**src/rtl/arb_pkg.sv**
```systemverilog
// Shared types and constants for the two-source round-robin arbiter.
package arb_pkg;

  typedef enum logic [1:0] {
    IDLE   = 2'b00,
    HOLD_A = 2'b01,
    HOLD_B = 2'b10
  } state_t;

  localparam logic SRC_A = 1'b0;
  localparam logic SRC_B = 1'b1;

  // Holding state that corresponds to a given winning source.
  function automatic state_t hold_state(input logic src);
    return (src == SRC_B) ? HOLD_B : HOLD_A;
  endfunction

endpackage

```
**src/rtl/arb_rr2_pick.sv**
```systemverilog
// Combinational round-robin winner selection between two eligible sources.
module arb_rr2_pick
  import arb_pkg::*;
(
  input  logic elig_a,
  input  logic elig_b,
  input  logic last,
  output logic grant,
  output logic winner
);

  // On a tie, the source that was not served last wins; otherwise the only eligible one.
  always_comb begin
    grant  = elig_a | elig_b;
    winner = SRC_A;
    if (elig_a && elig_b) begin
      winner = ~last;
    end else if (elig_b) begin
      winner = SRC_B;
    end
  end

endmodule

```
**src/rtl/arbitro_mux_rr.sv**
```systemverilog
// Round-robin arbiter and output register feeding the downstream 2:1 mux select.
module arbitro_mux_rr
  import arb_pkg::*;
#(
  parameter int unsigned WIDTH = 8,
  parameter int unsigned CW    = 4
) (
  input  logic             clk,
  input  logic             rst_n,
  input  logic             req_a,
  input  logic [WIDTH-1:0] data_a,
  output logic             ack_a,
  input  logic             req_b,
  input  logic [WIDTH-1:0] data_b,
  output logic             ack_b,
  output logic             sel,
  output logic             out_valid,
  input  logic             out_ready,
  output logic [WIDTH-1:0] out_data,
  output logic             out_src,
  output logic [CW-1:0]    cnt_a,
  output logic [CW-1:0]    cnt_b
);

  state_t           state_q, state_d;
  logic             last_q, last_d;
  logic             sel_q, sel_d;
  logic             src_q, src_d;
  logic [WIDTH-1:0] data_q, data_d;
  logic             ack_a_q, ack_a_d;
  logic             ack_b_q, ack_b_d;
  logic [CW-1:0]    cnt_a_q, cnt_a_d;
  logic [CW-1:0]    cnt_b_q, cnt_b_d;

  logic             slot_free;
  logic             elig_a, elig_b;
  logic             grant, winner;
  logic [WIDTH-1:0] mux_data;

  // A request seen during its own ack cycle is stale, so it must not be captured again.
  assign elig_a    = req_a & ~ack_a_q;
  assign elig_b    = req_b & ~ack_b_q;
  assign slot_free = (state_q == IDLE) | out_ready;

  arb_rr2_pick u_pick (
    .elig_a (elig_a),
    .elig_b (elig_b),
    .last   (last_q),
    .grant  (grant),
    .winner (winner)
  );

  // 2:1 mux (s=0 -> a, s=1 -> b); winner is known whenever it matters, so idle X data is masked.
  assign mux_data = winner ? data_b : data_a;

  // Next-state: capture on a grant, drain to IDLE when free and idle, otherwise hold.
  always_comb begin
    state_d = state_q;
    last_d  = last_q;
    sel_d   = sel_q;
    src_d   = src_q;
    data_d  = data_q;
    ack_a_d = 1'b0;
    ack_b_d = 1'b0;
    cnt_a_d = cnt_a_q;
    cnt_b_d = cnt_b_q;
    if (slot_free && grant) begin
      state_d = hold_state(winner);
      last_d  = winner;
      sel_d   = winner;
      src_d   = winner;
      data_d  = mux_data;
      if (winner == SRC_B) begin
        ack_b_d = 1'b1;
        cnt_b_d = cnt_b_q + CW'(1);
      end else begin
        ack_a_d = 1'b1;
        cnt_a_d = cnt_a_q + CW'(1);
      end
    end else if (slot_free) begin
      state_d = IDLE;
    end
  end

  // State register; last resets to B so A wins the first tie.
  always_ff @(posedge clk or negedge rst_n) begin
    if (!rst_n) begin
      state_q <= IDLE;
      last_q  <= SRC_B;
      sel_q   <= SRC_A;
      src_q   <= SRC_A;
      data_q  <= '0;
      ack_a_q <= 1'b0;
      ack_b_q <= 1'b0;
      cnt_a_q <= '0;
      cnt_b_q <= '0;
    end else begin
      state_q <= state_d;
      last_q  <= last_d;
      sel_q   <= sel_d;
      src_q   <= src_d;
      data_q  <= data_d;
      ack_a_q <= ack_a_d;
      ack_b_q <= ack_b_d;
      cnt_a_q <= cnt_a_d;
      cnt_b_q <= cnt_b_d;
    end
  end

  assign out_valid = (state_q != IDLE);
  assign out_src   = src_q;
  assign sel       = sel_q;
  assign out_data  = data_q;
  assign ack_a     = ack_a_q;
  assign ack_b     = ack_b_q;
  assign cnt_a     = cnt_a_q;
  assign cnt_b     = cnt_b_q;

endmodule
```
**config.mk**
```make
export PLATFORM = sky130hd
export DESIGN_NAME = arbitro_mux_rr
export DESIGN_NICKNAME = d
export VERILOG_FILES = /design/src/rtl/arb_pkg.sv /design/src/rtl/arb_rr2_pick.sv /design/src/rtl/arbitro_mux_rr.sv
export SDC_FILE = /design/constraint.sdc
export NUM_CORES = 1
export LEC_CHECK = 0
export CORE_ASPECT_RATIO = 0.75
export CORE_UTILIZATION = 40
export CTS_CLUSTER_SIZE = 16
export DETAILED_ROUTE_END_ITERATION = 8
export PLACE_DENSITY = 0.8
export SLEW_MARGIN = 20
export SYNTH_ARGS = -nofsm -noshare
export SYNTH_HDL_FRONTEND = slang
export SYNTH_SLANG_ARGS = --single-unit
```
**constraint.sdc**
```tcl
create_clock -name clk -period 1.65 [get_ports clk]
set_input_delay 0.33 -clock clk [delete_from_list [all_inputs] [get_ports clk]]
set_output_delay 0.33 -clock clk [all_outputs]
set_load 0.005 [all_outputs]
```
==> results_tabular.tex, run 1 <==
\begin{tabular}{lr}
\hline
Metric & Value \\
\hline
\multicolumn{2}{l}{\textbf{Outcome}} \\
\quad Outcome & complete, no violations \\
\multicolumn{2}{l}{\textbf{Power and ir drop}} \\
\quad Leak Pwr & 0.7527 nW \\
\quad Total power consumption of the routed design & 2.536 mW \\
\quad Max IR drop VDD & 0.9279 mV \\
\quad Power Dens Cells & 1514 nW/um\^{}2 \\
\multicolumn{2}{l}{\textbf{Worst setup path}} \\
\quad Startpoint-to-endpoint class of the critical path & reg -> out \\
\quad Path depth of the worst reg2reg path & 4 \\
\quad Critical-path cell with the highest stage delay & clkdlybuf4s50\_1 \\
\quad Critical path data required time & 1.32 ns \\
\quad Worst-path fanout max & 4 \\
\quad Nature of the critical path endpoint & primary output \\
\quad Number of buffers and inverters on the critical path & 1 \\
\quad Delay of the slowest critical-path stage & 0.52 ns \\
\quad Cells along the critical path & clkdlybuf4s50\_1 \\
\quad Worst path arrival time & 1.26 ns \\
\quad Crit path max-delay family & buffers and inverters \\
\quad Startpoint types & register \\
\quad Number of cells on the critical path & 1 \\
\multicolumn{2}{l}{\textbf{Placement}} \\
\quad Port Buffer Count & 41 \\
\quad Sum of net half-perimeters after detailed placement & 1.977 mm \\
\quad Gp weighted congestion & 0.7107 \\
\multicolumn{2}{l}{\textbf{Layout}} \\
\quad Top library cells by usage in the layout, fill and taps aside & 40 x clkdlybuf4s50\_1, 21 x dfrtp\_1, 20 x buf\_4 \\
\quad Area delta synth->final & 57.90\% \\
\quad Fraction of final layout cells with drive strength greater than 1 & 0.2552 \\
\quad Most common library cell in the layout ignoring fill and taps & clkdlybuf4s50\_1 \\
\quad Nets@finish & 169 \\
\quad Total of fill cells in the finished design & 197 \\
\quad N\_diodes & 0 \\
\multicolumn{2}{l}{\textbf{Detailed routing}} \\
\quad Count of routing violations after the opening detailed-route iteration & 46 \\
\quad Via/cell ratio & 5.073 \\
\quad 1st-pass router iterations & 4 \\
\quad Sum of routed wire length over all layers & 2.673 mm \\
\quad Total DRC errors in the routed layout & 0 \\
\quad Detail Route Antenna Nets & 0 \\
\quad Vias after detailed routing & 908 \\
\quad WL/cell & 14.93 um \\
\multicolumn{2}{l}{\textbf{Synth}} \\
\quad Total of warnings raised by yosys & 0 \\
\quad Number of distinct library cell variants in the gate-level netlist after synthesis & 31 \\
\quad Synthesized area & 1061 um\^{}2 \\
\quad Main synth FF type & dfrtp\_1 \\
\quad Post-synth EDFFs & 0 \\
\quad Proportion of register bits with asynchronous set or reset after synthesis & 1.000 \\
\quad Avg Inst Size Synth & 12.63 um\^{}2 \\
\quad Synthesis-stage register bit count & 22 \\
\quad Syn\_nets & 107 \\
\quad Synth Instances & 84 \\
\quad Sequential share of the synthesized area & 0.5200 \\
\multicolumn{2}{l}{\textbf{CTS}} \\
\quad Clock net sink count & 22 \\
\quad Maximum buffer depth of the clock tree & 2 \\
\quad Number of H-tree levels & 1 \\
\quad Clock tree from TritonCTS & yes \\
\quad Clock latency on the worst-skew pair & 0.31 ns \\
\quad TritonCTS buffer count & 3 \\
\quad Clock input transition at the sequential cells of the worst setup and hold paths & 0.12 ns \\
\quad Root buffer selected by CTS & clkbuf\_4 \\
\quad Hold-fix buffers at CTS & 0 \\
\multicolumn{2}{l}{\textbf{STA}} \\
\quad Clock period minus final worst setup slack & 1.587 ns \\
\quad Number of endpoints failing setup at the final stage & 0 \\
\quad Max-slew violation count & 0 \\
\quad Fmax & 630.3 MHz \\
\quad Portion of the clock cycle consumed by the worst path in the final layout & 0.9616 \\
\quad Count of final hold-check violations & 0 \\
\quad Hold WS & 0.3439 ns \\
\quad Worst clock skew & 0.002599 ns \\
\quad Slew at the pin closest to its max-slew limit & 0.4983 ns \\
\quad Max\_slew headroom & 0.6678 \\
\multicolumn{2}{l}{\textbf{Global routing}} \\
\quad Maximum number of pins on one net before global-route repair & 23 \\
\quad Via count of the first global-routing pass & 881 \\
\quad Global route overflow & 0 \\
\quad Global-route usage over all layers & 0.2020 \\
\quad Antenna violations before repair & 0 \\
\quad First-pass GRT wire length & 4.029 mm \\
\multicolumn{2}{l}{\textbf{Die}} \\
\quad I/O pin cnt & 42 \\
\quad Die Y & 46.61 um \\
\quad Area enclosed by the die boundary & 2865 um\^{}2 \\
\quad Effective utilization at floorplan & 0.4417 \\
\quad Die outline width & 61.47 um \\
\quad Std-Cell Core Area & 2402 um\^{}2 \\
\quad Count of standard-cell rows & 15 \\
\multicolumn{2}{l}{\textbf{Min path}} \\
\quad Hold Crit Class & in -> async \\
\multicolumn{2}{l}{\textbf{Job}} \\
\quad Max-cap violation count & 0 \\
\hline
\end{tabular}
[path summary, 6_finish.rpt]
path	startpoint	to	slack (ns)
setup / recovery	cnt_b[1]	cnt_b[1]	0.06
hold / removal	rst_n	out_data[3]	0.34
setup reg to reg	state_q[1]	cnt_a[1]	0.10
hold reg to reg	cnt_b[3]	cnt_b[3]	0.48
max in group asynchronous	rst_n	last_q	1.03
min in group clk	cnt_b[3]	cnt_b[3]	0.48
[through the flow]
| stage | worst slack (ns) | TNS [ns] | std cells | utilization | area, um^2 |
|---|---|---|---|---|---|
| after floorplan | 0.2744 | 0 | 84 | - | 1061 |
| after global placement | -0.1539 | -1.412 | 167 | 0.6573 | 1579 |
| after detailed placement | -0.2037 | -2.015 | 167 | 0.6573 | 1579 |
| after CTS | 0.02457 | 0 | 173 | 0.6781 | 1629 |
| after global routing | -0.009097 | -0.009097 | 179 | 0.6974 | 1675 |
| final | 0.06333 | 0 | 179 | 0.6974 | 1675 |
[cells in the mapped netlist (2+ instances only)]
library cell | n | area share
a221o_1 | 8 | 0.075
nand4_1 | 2 | 0.012
nor4_1 | 8 | 0.047
dfrtp_1 | 21 | 0.50
xnor2_1 | 3 | 0.025
buf_4 | 3 | 0.021
nor2b_1 | 2 | 0.012
xor2_1 | 3 | 0.025
ha_1 | 2 | 0.024
buf_6 | 2 | 0.021
inv_1 | 8 | 0.028
nand2b_1 | 2 | 0.012
a21o_1 | 2 | 0.014
[state kept, by name, indices dropped and copies added, names as in the netlist]
signal	flops
state_q	2
ack_a	1
ack_b	1
last_q	1
cnt_a	4
out_src	1
cnt_b	4
out_data	8
[report_power, final]
part           switching [mW]  internal (mW)  total (mW)  leakage (nW)
combinational           0.443          0.839        1.28         0.465
sequential              0.176          0.778       0.954         0.266
clock                   0.165          0.135       0.300        0.0210
[final cells by class]
cell class / instances / area, um^2 / share of cell area
timing repair buffer: 62 / 580.6 / 0.3465
sequential: 22 / 551.8 / 0.3293
multi-input combinational: 49 / 434.2 / 0.2591
tap: 34 / 42.54 / 0.02539
clock buffer: 4 / 36.28 / 0.02166
inverter: 8 / 30.03 / 0.01792
[routing by layer]
metal  vias up  track usage  wire, um
met4         0      0.06667        20
met1       439       0.2775      1123
met2        32       0.3022      1373
met5         -            0         0
li1        432            -         -
met3         5      0.06461       156
[repair_timing]
action                                  in CTS  in global routing
endpoints found under the setup margin       1                  6
setup buffers                                2                  6
resized for setup                            1                  1
[cell families (layout without fill, tap and decap cells)]
family,after synthesis,in the layout,synth area share
AOI/OAI and AO/OA,15,15,0.1333
xor gates and xnor gates,6,6,0.04954
and+or+nand+nor,24,24,0.1816
DFF,22,22,0.5200
adders and majority gates,2,2,0.02358
buffers and inverters,13,74,0.07075
muxes,2,2,0.02122
(Power assumes the default switching activity.)
==> inputs of run 2 (changes only) <==
--- a/config.mk
+++ b/config.mk
@@ -10,6 +10,7 @@
 export CTS_CLUSTER_SIZE = 16
 export DETAILED_ROUTE_END_ITERATION = 8
 export PLACE_DENSITY = 0.8
+export SKIP_LAST_GASP = 1
 export SLEW_MARGIN = 20
 export SYNTH_ARGS = -nofsm -noshare
 export SYNTH_HDL_FRONTEND = slang
==> results of run 2 <==
The final DEF is identical to that of run 1; final timing and power are the same.
